--- src/rtl/parking_pkg.sv ---
// Shared types and default timing for the parking-bay sensor front-end.
package parking_pkg;

  typedef enum logic [1:0] {
    IDLE,
    TRIG,
    WAIT_RISE,
    MEASURE
  } state_e;

  localparam int unsigned TRIG_CYCLES_DEF    = 500;
  localparam int unsigned PERIOD_CYCLES_DEF  = 3000000;
  localparam int unsigned TIMEOUT_CYCLES_DEF = 1500000;
  localparam int unsigned CNT_W_DEF          = 22;
  localparam int unsigned NEAR_CYCLES_DEF    = 29000;
  localparam int unsigned FAR_CYCLES_DEF     = 35000;
  localparam int unsigned CONFIRM_DEF        = 3;

endpackage

--- src/rtl/echo_sync.sv ---
// 2-FF synchronizer for an asynchronous level input, with rise/fall pulses
// derived from the synchronized level.
module echo_sync (
  input  logic clk,
  input  logic reset,
  input  logic async_i,
  output logic sync_o,
  output logic rise_o,
  output logic fall_o
);

  logic meta_q;
  logic sync_q;
  logic prev_q;

  // Two-stage synchronizer plus one delayed copy for edge detection.
  always_ff @(posedge clk or posedge reset) begin
    if (reset) begin
      meta_q <= 1'b0;
      sync_q <= 1'b0;
      prev_q <= 1'b0;
    end else begin
      meta_q <= async_i;
      sync_q <= meta_q;
      prev_q <= sync_q;
    end
  end

  assign sync_o = sync_q;
  assign rise_o = sync_q & ~prev_q;
  assign fall_o = ~sync_q & prev_q;

endmodule

--- src/rtl/ultrasonic_presence_detector.sv ---
// Ultrasonic parking-bay presence detector: trigger/echo measurement FSM,
// near/far classification and debounced arrive/depart events.
// Optional macro PRESENCE_HYSTERESIS_EN: readings between NEAR_CYCLES and
// FAR_CYCLES become neutral instead of counting as far.
module ultrasonic_presence_detector
  import parking_pkg::*;
#(
  parameter int unsigned TRIG_CYCLES    = TRIG_CYCLES_DEF,
  parameter int unsigned PERIOD_CYCLES  = PERIOD_CYCLES_DEF,
  parameter int unsigned TIMEOUT_CYCLES = TIMEOUT_CYCLES_DEF,
  parameter int unsigned CNT_W          = CNT_W_DEF,
  parameter int unsigned NEAR_CYCLES    = NEAR_CYCLES_DEF,
  parameter int unsigned FAR_CYCLES     = FAR_CYCLES_DEF,
  parameter int unsigned CONFIRM        = CONFIRM_DEF
) (
  input  logic             clk,
  input  logic             reset,
  input  logic             enable,
  input  logic             echo,
  output logic             trig,
  output logic [CNT_W-1:0] echo_cycles,
  output logic             meas_valid,
  output logic             meas_timeout,
  output logic             occupied,
  output logic             car_arrive,
  output logic             car_depart
);

`ifdef PRESENCE_HYSTERESIS_EN
  localparam bit HYST_EN = 1'b1;
`else
  localparam bit HYST_EN = 1'b0;
`endif

  localparam int unsigned PER_W = $clog2(PERIOD_CYCLES + 1);
  localparam logic [PER_W-1:0] PERIOD_M1  = PER_W'(PERIOD_CYCLES - 1);
  localparam logic [CNT_W-1:0] TRIG_M1    = CNT_W'(TRIG_CYCLES - 1);
  localparam logic [CNT_W-1:0] TIMEOUT_M1 = CNT_W'(TIMEOUT_CYCLES - 1);
  localparam logic [CNT_W-1:0] TIMEOUT_C  = CNT_W'(TIMEOUT_CYCLES);
  localparam logic [CNT_W-1:0] NEAR_C     = CNT_W'(NEAR_CYCLES);
  // Without hysteresis the far threshold collapses onto the near one, so
  // "far" is exactly "valid and not near".
  localparam logic [CNT_W-1:0] FAR_C      = CNT_W'(HYST_EN ? FAR_CYCLES : NEAR_CYCLES);
  localparam logic [3:0]       CONFIRM_C  = 4'(CONFIRM);

  state_e           state_q;
  logic [PER_W-1:0] period_q;
  logic [CNT_W-1:0] cnt_q;
  logic             echo_lvl;
  logic             echo_rise;
  logic             echo_fall;

  logic [3:0]       near_cnt_q, near_cnt_d;
  logic [3:0]       far_cnt_q, far_cnt_d;
  logic             is_near;
  logic             is_far;

  echo_sync u_echo_sync (
    .clk    (clk),
    .reset  (reset),
    .async_i(echo),
    .sync_o (echo_lvl),
    .rise_o (echo_rise),
    .fall_o (echo_fall)
  );

  // Measurement sequencer: period pacing, trigger pulse, echo timing.
  always_ff @(posedge clk or posedge reset) begin
    if (reset) begin
      state_q      <= IDLE;
      period_q     <= PERIOD_M1;
      cnt_q        <= '0;
      trig         <= 1'b0;
      echo_cycles  <= '0;
      meas_valid   <= 1'b0;
      meas_timeout <= 1'b0;
    end else begin
      meas_valid   <= 1'b0;
      meas_timeout <= 1'b0;
      // Period counter runs through every state so rises stay PERIOD apart.
      if (period_q != PERIOD_M1) period_q <= period_q + 1'b1;
      case (state_q)
        IDLE: begin
          if (enable && (period_q == PERIOD_M1)) begin
            state_q  <= TRIG;
            period_q <= '0;
            cnt_q    <= '0;
            trig     <= 1'b1;
          end
        end
        TRIG: begin
          if (cnt_q == TRIG_M1) begin
            state_q <= WAIT_RISE;
            trig    <= 1'b0;
            cnt_q   <= '0;
          end else begin
            cnt_q <= cnt_q + 1'b1;
          end
        end
        WAIT_RISE: begin
          if (echo_rise) begin
            state_q <= MEASURE;
            cnt_q   <= CNT_W'(1);
          end else if (cnt_q == TIMEOUT_M1) begin
            state_q      <= IDLE;
            meas_timeout <= 1'b1;
          end else begin
            cnt_q <= cnt_q + 1'b1;
          end
        end
        MEASURE: begin
          if (echo_fall) begin
            state_q     <= IDLE;
            echo_cycles <= cnt_q;
            meas_valid  <= 1'b1;
          end else if (cnt_q == TIMEOUT_C) begin
            state_q      <= IDLE;
            meas_timeout <= 1'b1;
          end else if (echo_lvl) begin
            cnt_q <= cnt_q + 1'b1;
          end
        end
        default: state_q <= IDLE;
      endcase
    end
  end

  assign is_near = meas_valid && (echo_cycles < NEAR_C);
  assign is_far  = meas_timeout || (meas_valid && (echo_cycles >= FAR_C));

  // Saturating confirm streaks; an opposite reading clears the other streak.
  always_comb begin
    near_cnt_d = near_cnt_q;
    far_cnt_d  = far_cnt_q;
    if (is_near) begin
      near_cnt_d = (near_cnt_q == CONFIRM_C) ? near_cnt_q : near_cnt_q + 4'd1;
      far_cnt_d  = '0;
    end else if (is_far) begin
      far_cnt_d  = (far_cnt_q == CONFIRM_C) ? far_cnt_q : far_cnt_q + 4'd1;
      near_cnt_d = '0;
    end
  end

  // Debounced occupancy level and one-cycle transition events.
  always_ff @(posedge clk or posedge reset) begin
    if (reset) begin
      near_cnt_q <= '0;
      far_cnt_q  <= '0;
      occupied   <= 1'b0;
      car_arrive <= 1'b0;
      car_depart <= 1'b0;
    end else begin
      near_cnt_q <= near_cnt_d;
      far_cnt_q  <= far_cnt_d;
      car_arrive <= 1'b0;
      car_depart <= 1'b0;
      if (is_near && !occupied && (near_cnt_d == CONFIRM_C)) begin
        occupied   <= 1'b1;
        car_arrive <= 1'b1;
      end else if (is_far && occupied && (far_cnt_d == CONFIRM_C)) begin
        occupied   <= 1'b0;
        car_depart <= 1'b1;
      end
    end
  end

endmodule
--- config.mk ---
export PLATFORM = sky130hd
export DESIGN_NAME = ultrasonic_presence_detector
export DESIGN_NICKNAME = d
export VERILOG_FILES = /design/src/rtl/parking_pkg.sv /design/src/rtl/echo_sync.sv /design/src/rtl/ultrasonic_presence_detector.sv
export SDC_FILE = /design/constraint.sdc
export NUM_CORES = 1
export LEC_CHECK = 0
export BUFFER_PORTS_ARGS = -buffer_cell sky130_fd_sc_hd__buf_2
export CORE_ASPECT_RATIO = 1.2
export CORE_MARGIN = 2
export CORE_UTILIZATION = 54
export CTS_CLUSTER_SIZE = 30
export DETAILED_ROUTE_END_ITERATION = 12
export PLACE_DENSITY = 0.79
export SYNTH_ARGS = -nofsm -noshare
export SYNTH_HDL_FRONTEND = slang
export SYNTH_SLANG_ARGS = --single-unit
--- constraint.sdc ---
create_clock -name clk -period 3.2 [get_ports clk]
set_clock_uncertainty 0.15 [all_clocks]
set_input_delay 0.16 -clock clk [delete_from_list [all_inputs] [get_ports clk]]
set_output_delay 0.16 -clock clk [all_outputs]
set_load 0.01 [all_outputs]
# == After elaboration in Yosys (flattened, before gate mapping) ==
# Cells that the tools add are included.
# totals
reg_bits,85
inputBits,4
out_inout_bits,28
word_cells,100
# classes
n_addsub,4
order_cmp,2
eq_ne,20
muxes,39
bitwise,4
n_reduce_logical,16
# ops
cell,n
22-bit two-way mux,10
22-bit case mux with 4 select lines,1
"22-bit by 1-bit adder with 22-bit output, second input constant",2
"22-bit by 21-bit == test with 1-bit output, second input constant",2
4-bit two-way mux,6
"22-bit == test, second input constant",1
"22-bit by 9-bit == test with 1-bit output, second input constant",1
"22-bit by 15-bit >= comparator with 1-bit output, second input constant",1
"22-bit by 15-bit < comparator with 1-bit output, second input constant",1
"22-bit inequality test, second input constant",1
"4-bit by 2-bit == test with 1-bit output, second input constant",4
1-bit two-way mux,13
2-bit two-way mux,6
"3-bit inequality test, second input constant",3
"4-bit by 1-bit adder with 4-bit output, second input constant",2
"2-bit inequality test, second input constant",4
2-bit case mux with 4 select lines,1
1-bit logical AND,7
5-bit AND reduction,1
"2-bit == test, second input constant",2
1-bit case mux with 2 select lines,2
4-bit AND reduction,1
2-bit nonzero test,2
3-bit AND reduction,1
8 further kinds,10

# == Longest topological paths before layout ==
# Gate-level depths: netlist of the first run.
# depth
word_depth,9
depth_mapped,9
mapped_depth_nobuf,8

# == By module ==
# Synthesis of the first run repeated with hierarchy kept, for this count alone.
# hier_totals
hier_cells,432
hier_area_um2,4349.2
# by_module_without_submodules
mod,n_inst,cells_each,area_per_inst_um2,seq_area_each_um2
ultrasonic_presence_detector,1,426,4255.3,2070.7
echo_sync,1,6,93.8,75.1

# == Least setup slack after synthesis of the first run ==
# Ideal clock, no wire load.
# synth_timing
kind,reg2reg
start,register period_q[0]
end,register period_q[12]
setup_time_ps,125
t_arrival_ps,1894
required_ps,2925
slack_ps,1031
path_stages_with_launch,9
path_buffers,1
period_less_slack_ps,2169
cell_sequence,dfstp_2 ha_1 and4_1 nand4_1 or3_1 buf_6 nand2_1 nor2_1 xor2_1
# synth_between
elab_chain_cells,4
elab_cells_between_ends,7
cone_classes,1 x add/sub; 2 x eq/ne; 3 x mux; 1 x reduce/logical
# synth_rtl
element,line_no,source
from (decl),ultrasonic_presence_detector.sv:47,logic [PER_W-1:0] period_q;
from (signal assigned),ultrasonic_presence_detector.sv:81,if (period_q != PERIOD_M1) period_q <= period_q + 1'b1;
"22-bit by 1-bit adder with 22-bit output, or another cell as far along",ultrasonic_presence_detector.sv:81,
22-bit two-way mux or 1-bit logical AND (tied branches),"ultrasonic_presence_detector.sv:81, ultrasonic_presence_detector.sv:84",
22-bit two-way mux,ultrasonic_presence_detector.sv:84,if (enable && (period_q == PERIOD_M1)) begin
22-bit two-way mux (*),ultrasonic_presence_detector.sv:82,case (state_q)
# Every way passes the cells marked *; elsewhere a longest branch is shown, timed or not.
# A chain may end at the register's enable or synchronous reset.

# == Worst setup path in the final report of the first run ==
# layout_timing
start,register period_q[0]
end,register cnt_q[11]
# layout_between
elab_chain_cells,4
# layout_rtl
element,line_no,source
22-bit == test,ultrasonic_presence_detector.sv:84,
1-bit logical AND,ultrasonic_presence_detector.sv:84,
2-bit inequality test (no line),-,
5-bit AND reduction (no line),-,
to (signal assigned),ultrasonic_presence_detector.sv:97,cnt_q <= cnt_q + 1'b1;
to (signal assigned),ultrasonic_presence_detector.sv:108,cnt_q <= cnt_q + 1'b1;
to (signal assigned),ultrasonic_presence_detector.sv:120,cnt_q <= cnt_q + 1'b1;
to (decl),ultrasonic_presence_detector.sv:48,logic [CNT_W-1:0] cnt_q;
# No other way between the ends.

==> results of run 1 <==
## registers in the layout (all words and copies together) (netlist names)
name and flops:
car_arrive 1, car_depart 1, meas_timeout 1, echo_cycles 22
trig 1, cnt_q 22, u_echo_sync.sync_o 1, state_q 2
occupied 1, near_cnt_q 4, period_q 22, far_cnt_q 4
u_echo_sync.prev_q 1, u_echo_sync.meta_q 1, meas_valid 1
## path summary, 6_finish.rpt
| kind | depth (start not counted) | endpoint |
|---|---|---|
| worst max-delay path | 8 | cnt_q[11] |
| worst min-delay path | 3 | car_depart |
| worst max register to register | 8 | cnt_q[11] |
| worst min register to register | 0 | u_echo_sync.sync_o |
| max in group asynchronous | 4 | period_q[7] |
| min in group clk | 0 | u_echo_sync.sync_o |
## cell type report
| type | count | area share [%] |
|---|---|---|
| Clock buffer | 11 | 2.89 |
| Multi-Input combinational cell | 369 | 43.4 |
| Tap cell | 95 | 2.43 |
| Inverter | 10 | 0.792 |
| Timing Repair Buffer | 40 | 4.96 |
| Clock inverter | 5 | 1.74 |
| Sequential cell | 85 | 43.8 |
## critical path: cells and delay by family, from the launching register on
kind	cells	cell delay [ps]
fa+ha+maj	1	210
simple gates	3	750
compound gates	3	520
flops	1	560
buf+inv	1	310
## per-stage QoR
stage	area (um^2)	utilization (%)	power (uW)	hold WS (ps)
2_1_floorplan	4450	-	1120	41.4
3_3_place_gp	4640	57.6	1130	-93.7
3_5_place_dp	4640	57.6	1130	-89.7
4_1_cts	4900	60.8	1990	60.5
5_1_grt	4900	60.8	2040	72.3
6_report	4900	60.8	1970	67.7
## layer usage
layer / wire length [um] / vias to the layer above / global-route usage (%) / part of all wire, %
met4: 145 / 0 / 8.41 / 1.5
met3: 453 / 15 / 4.44 / 4.8
met2: 4640 / 131 / 37.0 / 49
li1: - / 1781 / - / -
met1: 4250 / 1829 / 29.3 / 45
met5: 0 / - / 0 / 0
## cells in the final DEF (no fill, tap or decap), drive strengths merged, types with 2 or more instances in the layout
| cell type | n |
|---|---|
| a211o | 2 |
| a21oi | 17 |
| a31oi | 7 |
| a41oi | 2 |
| and2 | 7 |
| and3 | 7 |
| and4 | 7 |
| and4b | 2 |
| buf | 37 |
| bufinv | 2 |
| clkbuf | 11 |
| clkinv | 3 |
| dfrtp | 70 |
| dfstp | 15 |
| dlygate4sd3 | 3 |
| ha | 5 |
| inv | 9 |
| nand2 | 95 |
| nand2b | 8 |
| nand3 | 26 |
| nand4 | 17 |
| nor2 | 46 |
| nor2b | 5 |
| nor3 | 6 |
| nor3b | 2 |
| nor4 | 6 |
| nor4b | 4 |
| o21ai | 38 |
| o31ai | 17 |
| o41ai | 3 |
| or3 | 3 |
| xnor2 | 10 |
| xor2 | 10 |
## where the power goes
part | leakage [uW] | internal [uW] | switching (uW)
clock network | 0.000110 | 464 | 400
registers | 0.00110 | 1080 | 1.16
logic | 0.00101 | 7.82 | 23.8
## cells by family (layout without fill, tap and decap cells)
logic type      Yosys count  in the layout  synth area share [%]
compound gates           97             97                  14.0
fa+ha+maj                 5              5                  1.41
xor+xnor                 20             20                  3.93
simple gates            246            246                  28.2
mux                       1              1                 0.225
buf+inv                  37             66                  4.05
flops                    85             85                  48.2
==> results.sh, run 1 <==
export IMPL_synth_most_common_cell="nand2_1"
export IMPL_grt_start_max_net_pins=79
export IMPL_cts_num_sinks=85
export IMPL_cpPeakStageDelay_ps=560
export IMPL_rsz0062_at_grt="false"
export IMPL_setup_total_negative_slack_ps=0
export IMPL_total_leakage_power_uw=0.00222
export IMPL_ys_warn_count=0
export IMPL_maxCapViolCount=0
export IMPL_worstMarginPinSlew_ps=594
export IMPL_dieArea_um2=8990
export IMPL_hold_fix_buffer_count_after_cts=3
export IMPL_drt_initial_drc_count=263
export IMPL_synth_commonest_cells="95 x nand2_1, 70 x dfrtp_1, 45 x nor2_1"
export IMPL_worstSetupPathType="reg -> reg"
export IMPL_floorplan_rows=36
export IMPL_synth_edff_count=0
export IMPL_mean_routed_wirelength_per_cell_um=15.4
export IMPL_max_slew_margin_pct=60.4
export IMPL_htree_num_levels=3
export IMPL_boundaryPins=32
export IMPL_place_port_buffers=31
export IMPL_cts_buffers=9
export IMPL_cts_setup_buffers=0
export IMPL_core_area_um2=8060
export IMPL_critical_path_endpoint_type="flop"
export IMPL_vias_per_cell=6.11
export IMPL_synth_seq_area_share_pct=48.2
export IMPL_timing_critical_path_from_type="flop"
export IMPL_synth_nets=500
export IMPL_drc=0
export IMPL_synth_ff_latch_count=85
export IMPL_result_of_the_run="completed"
export IMPL_route_vias_total=3756
export IMPL_period_share_pct=82.0
export IMPL_crit_chain="ha_1 -> and4_1 -> nand4_1 -> o21ai_1 -> nand3_1 -> buf_4 -> o21ai_1 -> o41ai_1"
export IMPL_critical_path_required_ps=3280
export IMPL_avgSynthCellArea_um2=9.07
export IMPL_minimum_period_implied_by_the_final_worst_setup_slack_ps=2630
export IMPL_synth_top_cells_by_area="dfrtp_1 39%, dfstp_2 8.9%, nand2_1 8.0%"
export IMPL_nFillCells=673
export IMPL_most_used_flip_flop_cell_after_synthesis="dfrtp_1"
export IMPL_rrSetupSlack_ps=570
export IMPL_finalMaxSlewViolations=0
export IMPL_design_final_nets=524
export IMPL_synth_top_area_share_pct=39.3
export IMPL_clkLatencyLatePin_ps=370
export IMPL_first_global_vias=3517
export IMPL_dr_pass1_iters=5
export IMPL_ctsLongestPathBuffers=2
export IMPL_timing_final_ws_setup_ps=575
export IMPL_post_synth_top_area_cell="dfrtp_1"
export IMPL_ctsResizeCount=0
export IMPL_synthesis_area_um2=4450
export IMPL_dieWidth_um=86.9
export IMPL_critPathArrivalTime_ps=2700
export IMPL_antenna_found_initial=0
export IMPL_start_util_pct=55.2
export IMPL_dpl_worst_slack_ps=666
export IMPL_power_density_nw_per_um2=403
export IMPL_dp_cells=596
export IMPL_clockRootBuffer="clkbuf_8"
export IMPL_multiInputGateArea_um2=2130
export IMPL_yosys_cell_types_count=59
export IMPL_synthToLayoutAreaGrowth_pct=10.0
export IMPL_worst_path_max_fanout=14
export IMPL_regToRegStartpoint="period_q[0]"
export IMPL_post_dp_hpwl_um=6320
export IMPL_clock_tree_from_tritoncts="done"
export IMPL_layout_drive_gt1_share_pct=16.2
export IMPL_setup_worst_path_start="period_q[0]"
export IMPL_gp_routability_congestion=0.934
export IMPL_die_h_um=103
export IMPL_finalNonFillerCells=615
export IMPL_synth_cells=491
export IMPL_seq_area_um2=2150
export IMPL_cp_common_cell="o21ai_1"
export IMPL_antennaDiodeCount=0
export IMPL_ys_async_sr_fraction_pct=100
export IMPL_crit_slowest_cell="dfstp_2"
export IMPL_ant_nets_after_route=0
export IMPL_path_clk_slew_ps=90
export IMPL_grt_first_pass_wirelength_um=16100
export IMPL_routed_wire_length_um=9490
export IMPL_grt_usage_pct=22.4
export IMPL_grt_overflow_total=0
export IMPL_fmaxAchievable_mhz=381
export IMPL_hold_viol_final=0
export IMPL_finalSetupViolations=0
export IMPL_worstHoldPathType="in -> async"
export IMPL_worst_ir_drop_vdd_uv=257
Power figures use the tool's default switching activity.
==> run 2: changes to the inputs <==
--- a/config.mk
+++ b/config.mk
@@ -5,13 +5,14 @@
 export SDC_FILE = /design/constraint.sdc
 export NUM_CORES = 1
 export LEC_CHECK = 0
+export ABC_AREA = 1
 export BUFFER_PORTS_ARGS = -buffer_cell sky130_fd_sc_hd__buf_2
 export CORE_ASPECT_RATIO = 1.2
 export CORE_MARGIN = 2
 export CORE_UTILIZATION = 54
 export CTS_CLUSTER_SIZE = 30
 export DETAILED_ROUTE_END_ITERATION = 12
-export PLACE_DENSITY = 0.79
+export PLACE_DENSITY = 0.81
 export SYNTH_ARGS = -nofsm -noshare
 export SYNTH_HDL_FRONTEND = slang
 export SYNTH_SLANG_ARGS = --single-unit
==> constraint.sdc (replaced) <==
create_clock -name clk -period 2.4 [get_ports clk]
set_clock_uncertainty 0.15 [all_clocks]
set_input_delay 0.12 -clock clk [delete_from_list [all_inputs] [get_ports clk]]
set_output_delay 0.12 -clock clk [all_outputs]
set_load 0.01 [all_outputs]
==> results.sh, run 2 <==
export IMPL_result_of_the_run="completed"
export IMPL_seqPwrFrac_pct=43.1
export IMPL_core_area_um2=9130
export IMPL_met2WireLength_um=6470
export IMPL_p_switching_uw=1580
export IMPL_synth_ff_latch_count=85
export IMPL_most_used_flip_flop_cell_after_synthesis="dfrtp_1"
export IMPL_area_after_dpl_um2=5440
export IMPL_grt_usage_pct=26.4
export IMPL_antennaDiodeCount=0
export IMPL_largestRegisters="cnt_q (22), echo_cycles (22), period_q (22)"
export IMPL_cts_buffers=9
export IMPL_synth_cells=688
export IMPL_grt_start_max_net_pins=86
export IMPL_worstReg2RegEnd="cnt_q[21]"
export IMPL_die_h_um=110
export IMPL_regToRegStartpoint="period_q[0]"
export IMPL_timing_critical_path_from_type="flop"
export IMPL_most_common_layout_cells="200 x nand2_1, 84 x inv_1, 69 x dfrtp_1"
export IMPL_met3WireLength_um=564
export IMPL_grt_first_pass_wirelength_um=21900
export IMPL_synthToLayoutAreaGrowth_pct=12.7
export IMPL_route_vias_total=4759
export IMPL_dr_pass1_iters=5
export IMPL_finalSetupViolations=0
export IMPL_minimum_period_implied_by_the_final_worst_setup_slack_ps=2250
export IMPL_gp_routability_congestion=1.00
export IMPL_finalMaxSlewViolations=0
export IMPL_path_clk_slew_ps=80
export IMPL_synth_nets=697
export IMPL_timing_hold_worst_start="u_echo_sync.meta_q"
export IMPL_first_global_vias=4743
export IMPL_cts_num_sinks=85
export IMPL_worst_path_max_fanout=22
export IMPL_routed_wire_length_um=12500
export IMPL_yosys_cell_types_count=45
export IMPL_antenna_found_initial=0
export IMPL_critical_path_required_ps=2510
export IMPL_clock_tree_from_tritoncts="done"
export IMPL_wl_met1_um=5080
export IMPL_final_design_area_no_fill_um2=5740
export IMPL_hold_path_cell_count=0
export IMPL_synth_top_area_share_pct=34.4
export IMPL_worstHoldPathType="reg -> reg"
export IMPL_ys_async_sr_fraction_pct=100
export IMPL_post_dp_hpwl_um=9150
export IMPL_htree_num_levels=3
export IMPL_power_frac_clock_pct=27.1
export IMPL_mean_routed_wirelength_per_cell_um=14.6
export IMPL_ys_warn_count=0
export IMPL_synth_edff_count=0
export IMPL_dieWidth_um=92.7
export IMPL_dr_max_layer_used="met4"
export IMPL_grt_overflow_total=0
export IMPL_dp_cells=836
export IMPL_place_port_buffers=31
export IMPL_floorplan_rows=38
export IMPL_boundaryPins=32
export IMPL_synth_most_common_cell="nand2_1"
export IMPL_worstMarginPinSlew_ps=515
export IMPL_clkLatencyLatePin_ps=370
export IMPL_design_final_nets=743
export IMPL_rrSetupSlack_ps=150
export IMPL_dieArea_um2=10200
export IMPL_clockRootBuffer="clkbuf_8"
export IMPL_vias_per_cell=5.54
export IMPL_post_synth_top_area_cell="dfrtp_1"
export IMPL_critPathArrivalTime_ps=2360
export IMPL_fmaxAchievable_mhz=444
export IMPL_synth_commonest_cells="200 x nand2_1, 85 x inv_1, 70 x dfrtp_1"
export IMPL_ctsLongestPathBuffers=2
export IMPL_comb_power_share_pct=29.9
export IMPL_switching_share_pct=37.9
export IMPL_maxCapViolCount=0
export IMPL_ant_nets_after_route=0
export IMPL_synth_top_cells_by_area="dfrtp_1 34%, nand2_1 15%, dfstp_2 7.7%"
export IMPL_max_slew_margin_pct=65.4
export IMPL_period_share_pct=93.8
export IMPL_worst_ir_drop_vdd_uv=686
export IMPL_whs_endpoint="u_echo_sync.sync_o"
export IMPL_total_leakage_power_uw=0.00294
export IMPL_start_util_pct=55.8
export IMPL_layout_drive_gt1_share_pct=14.6
export IMPL_avgSynthCellArea_um2=7.41
export IMPL_power_density_nw_per_um2=728
export IMPL_worstSetupPathType="reg -> reg"
export IMPL_synthesis_area_um2=5090
export IMPL_drc=0
export IMPL_worst_reg2reg_path_depth=9
export IMPL_synth_seq_area_share_pct=42.1
export IMPL_final_common_cell="nand2_1"
export IMPL_critical_path_endpoint_type="flop"
export IMPL_finalNonFillerCells=859
export IMPL_cellInternalPower_uw=2600
export IMPL_hold_viol_final=0
export IMPL_drt_initial_drc_count=306
run 2: cell types whose count changed in the layout (fill, tap and decap cells not counted), moves of 14 or more:
| cell | delta |
|---|---|
| nand2_1 | +105 |
| inv_1 | +76 |
| nand3_1 | +32 |
| o21ai_1 | -26 |
| o21ai_0 | +21 |
| nor3_1 | +19 |
| xor2_1 | +19 |
| buf_4 | +16 |
| o31ai_1 | -15 |
| nor2_1 | +14 |
| o211ai_1 | +14 |
run 2: layout make-up:
class	count	area, um^2
Timing Repair Buffer	57	374
Inverter	91	348
Multi-Input combinational cell	490	2500
Fill cell	828	3390
Tap cell	120	150
Clock inverter	7	97.6
Sequential cell	85	2150
Clock buffer	9	124
run 2: logic make-up (layout without fill, tap and decap cells):
group,count (synthesis),in the layout,synth area share [%]
AND/OR/NAND/NOR,383,383,33.6
buffers and inverters,113,164,8.96
flip-flops,85,85,42.1
AO/OA/AOI/OAI,66,66,7.88
XOR/XNOR,34,34,5.84
adder cells (fa/ha/maj),5,5,1.23
multiplexers,2,2,0.393
run 2: power by group through the flow:
stage / Combinational [uW] / Clock [uW] / Sequential, uW
6_report: 1250 / 1130 / 1800
3_5_place_dp: 1170 / 0 / 1820
5_1_grt: 1380 / 1210 / 1830
4_1_cts: 1190 / 1160 / 1790
2_1_floorplan: 894 / 0 / 1790
3_3_place_gp: 1130 / 0 / 1810
run 2: how the worst max path moves through the flow:
stage | from | end | slack, ps
2_1_floorplan | period_q[0] | cnt_q[9] | 320
3_3_place_gp | period_q[0] | cnt_q[16] | 200
3_5_place_dp | period_q[0] | cnt_q[6] | 90
4_1_cts | period_q[0] | cnt_q[6] | 40
5_1_grt | period_q[0] | cnt_q[17] | -6
6_report | period_q[0] | cnt_q[21] | 150
run 2: what timing repair did:
action | 4_1_cts | 5_1_grt
setup endpoints to repair | 0 | 22
gates resized for setup | 0 | 5
buffers inserted | 0 | 4
hold endpoints to repair | 72 | 0
hold buffers | 3 | 0
run 2: through the flow:
stage	hold WS, ps	utilization [%]	setup slack [ps]	total power (uW)	setup TNS (ps)
after CTS	205	62.4	43.4	4140	0
after floorplan	1.43	-	315	2680	0
after global placement	79.1	59.6	197	2940	0
after detailed placement	80.0	59.6	90.5	2990	0
after global routing	213	62.9	-5.57	4420	-5.57
final	204	62.9	149	4180	0
run 2: worst max-delay path, cell delays in order, from the launching register on:
cell,delay (ps)
dfstp_2,550
ha_1,190
nand3_2,140
nor3_4,300
nand4_4,160
o21ai_4,210
nand2_2,110
buf_6,190
nand2_1,70
nand2_1,60
run 2: per-layer routing:
layer | GRT usage, % | vias to the layer above
met5 | 0 | -
met4 | 13.2 | 0
met3 | 3.41 | 36
met2 | 45.8 | 163
met1 | 31.9 | 2246
li1 | - | 2314
==> run 3: changes to the inputs <==
--- a/config.mk
+++ b/config.mk
@@ -9,10 +9,10 @@
 export BUFFER_PORTS_ARGS = -buffer_cell sky130_fd_sc_hd__buf_2
 export CORE_ASPECT_RATIO = 1.2
 export CORE_MARGIN = 2
-export CORE_UTILIZATION = 54
+export CORE_UTILIZATION = 55
 export CTS_CLUSTER_SIZE = 30
 export DETAILED_ROUTE_END_ITERATION = 12
-export PLACE_DENSITY = 0.81
+export PLACE_DENSITY = 0.82
 export SYNTH_ARGS = -nofsm -noshare
 export SYNTH_HDL_FRONTEND = slang
 export SYNTH_SLANG_ARGS = --single-unit
==> results.sh, run 3 (synthesis gave the netlist of run 2 again) <==
export IMPL_clkLatencyLatePin_ps=360
export IMPL_whs_ps=203
export IMPL_p_switching_uw=1560
export IMPL_power_frac_clock_pct=26.5
export IMPL_floorplan_rows=38
export IMPL_largestRegisters="cnt_q (22), echo_cycles (22), period_q (22)"
export IMPL_minimum_period_implied_by_the_final_worst_setup_slack_ps=2240
export IMPL_layout_drive_gt1_share_pct=13.6
export IMPL_setup_total_negative_slack_ps=0
export IMPL_worst_ir_drop_vdd_uv=554
export IMPL_result_of_the_run="completed"
export IMPL_antenna_found_initial=0
export IMPL_dieArea_um2=10100
export IMPL_worst_path_max_fanout=22
export IMPL_cts_num_sinks=85
export IMPL_timing_critical_path_from_type="flop"
export IMPL_worstMarginPinSlew_ps=535
export IMPL_first_global_vias=4635
export IMPL_path_clk_slew_ps=80
export IMPL_cpPeakStageDelay_ps=550
export IMPL_boundaryPins=32
export IMPL_power_density_nw_per_um2=732
export IMPL_gp_routability_congestion=0.957
export IMPL_cts_setup_buffers=0
export IMPL_cellInternalPower_uw=2610
export IMPL_seq_area_um2=2150
export IMPL_mean_routed_wirelength_per_cell_um=14.2
export IMPL_critical_path_endpoint_type="flop"
export IMPL_routed_wire_length_um=12100
export IMPL_core_area_um2=9030
export IMPL_grt_first_pass_wirelength_um=20900
export IMPL_nFillCells=807
export IMPL_final_common_cell="nand2_1"
export IMPL_period_share_pct=93.2
export IMPL_vias_per_cell=5.49
export IMPL_place_port_buffers=31
export IMPL_finalSetupViolations=0
export IMPL_ctsLongestPathBuffers=2
export IMPL_most_common_layout_cells="200 x nand2_1, 84 x inv_1, 70 x dfrtp_1"
export IMPL_cpLargestDelayFamily="simple AND/OR/NAND/NOR gates"
export IMPL_design_final_nets=737
export IMPL_seqPwrFrac_pct=43.0
export IMPL_drt_initial_drc_count=309
export IMPL_ant_nets_after_route=0
export IMPL_crit_chain="ha_1 -> nand3_2 -> nor3_4 -> nand4_4 -> o21ai_4 -> nand2_2 -> buf_12 -> nand2_1 -> nand2_1"
export IMPL_fmaxAchievable_mhz=447
export IMPL_maxCapViolCount=0
export IMPL_crit_slowest_cell="dfstp_2"
export IMPL_area_after_dpl_um2=5440
export IMPL_multiInputGateArea_um2=2500
export IMPL_worstHoldPathType="reg -> reg"
export IMPL_antennaDiodeCount=0
export IMPL_grt_start_max_net_pins=86
export IMPL_comb_power_share_pct=30.5
export IMPL_hold_viol_final=0
export IMPL_route_vias_total=4683
export IMPL_grt_usage_pct=26.0
export IMPL_cp_common_cell="nand2_1"
export IMPL_finalMaxSlewViolations=0
export IMPL_die_h_um=109
export IMPL_clockRootBuffer="clkbuf_8"
export IMPL_dieWidth_um=91.9
export IMPL_total_leakage_power_uw=0.00291
export IMPL_start_util_pct=56.4
export IMPL_critPathArrivalTime_ps=2340
export IMPL_rsz0062_at_grt="false"
export IMPL_grt_overflow_total=0
export IMPL_htree_num_levels=3
export IMPL_post_dp_hpwl_um=8900
export IMPL_switching_share_pct=37.4
export IMPL_max_slew_margin_pct=64.2
export IMPL_clock_tree_from_tritoncts="done"
export IMPL_worstPathBufferInverterCount=1
export IMPL_dr_pass1_iters=5
export IMPL_worstSetupPathType="reg -> reg"
export IMPL_drc=0
export IMPL_final_design_area_no_fill_um2=5700
export IMPL_cts_buffers=9
export IMPL_critical_path_required_ps=2500
export IMPL_synthToLayoutAreaGrowth_pct=11.9
-- run 3: cell count changes in the layout (fill, tap and decap cells not counted), sizes merged --
cell / delta
clkbuf: +1
clkinv: -1
clkinvlp: +1
buf: -6
inv: -1
-- run 3: worst paths after layout --
path / cells past startpoint / end / slack [ps] / start
max: 9 / cnt_q[16] / 160 / period_q[0]
min: 0 / u_echo_sync.sync_o / 200 / u_echo_sync.meta_q
max reg2reg: 9 / cnt_q[16] / 160 / period_q[0]
min reg2reg: 0 / u_echo_sync.sync_o / 200 / u_echo_sync.meta_q
max in group asynchronous: 4 / period_q[19] / 1470 / reset
min in group asynchronous: 4 / state_q[1] / 270 / reset
-- run 3: area by class of cell --
cell class / count / area share (%)
tap: 120 / 2.63
clock buffer: 10 / 2.24
sequential: 85 / 37.7
inverter: 91 / 6.15
timing repair buffer: 51 / 5.93
multi-input combinational: 490 / 43.9
clock inverter: 6 / 1.54
-- run 3: worst reg2reg max path, delay by kind of cell (launching register included) --
family / cells / cell delay [ps]
adder cells (fa/ha/maj): 1 / 210
AO/OA/AOI/OAI: 1 / 210
flip-flops: 1 / 550
AND/OR/NAND/NOR: 6 / 840
buffers and inverters: 1 / 180
-- run 3: per-layer routing --
layer	global-route usage (%)	vias up	routed length (um)
met2	47.2	145	6220
met3	3.29	38	489
met4	13.4	0	410
li1	-	2297	-
met5	0	-	0
met1	30.2	2203	4990
-- run 3: what timing repair did --
| item | 4_1_cts | 5_1_grt |
|---|---|---|
| resized for setup | 0 | 4 |
| hold buffers | 3 | 0 |
| setup endpoints to repair | 0 | 21 |
| endpoints found under the hold margin | 72 | 0 |
-- run 3: power by group through the flow --
stage / clock (uW) / sequential (uW) / combinational, uW
after CTS: 1120 / 1790 / 1240
after floorplan: 0 / 1790 / 894
after global placement: 0 / 1800 / 1180
after detailed placement: 0 / 1820 / 1230
after global routing: 1170 / 1820 / 1400
final: 1110 / 1790 / 1270
-- run 3: per-stage QoR --
stage / worst slack [ps] / std cells / util (%) / total power (uW)
after floorplan: 315 / 688 / - / 2680
after global placement: 186 / 834 / 60.2 / 2990
after detailed placement: 59.6 / 834 / 60.2 / 3040
after CTS: 24.4 / 853 / 63.0 / 4150
after global routing: 18.1 / 853 / 63.1 / 4390
final: 162 / 853 / 63.1 / 4170
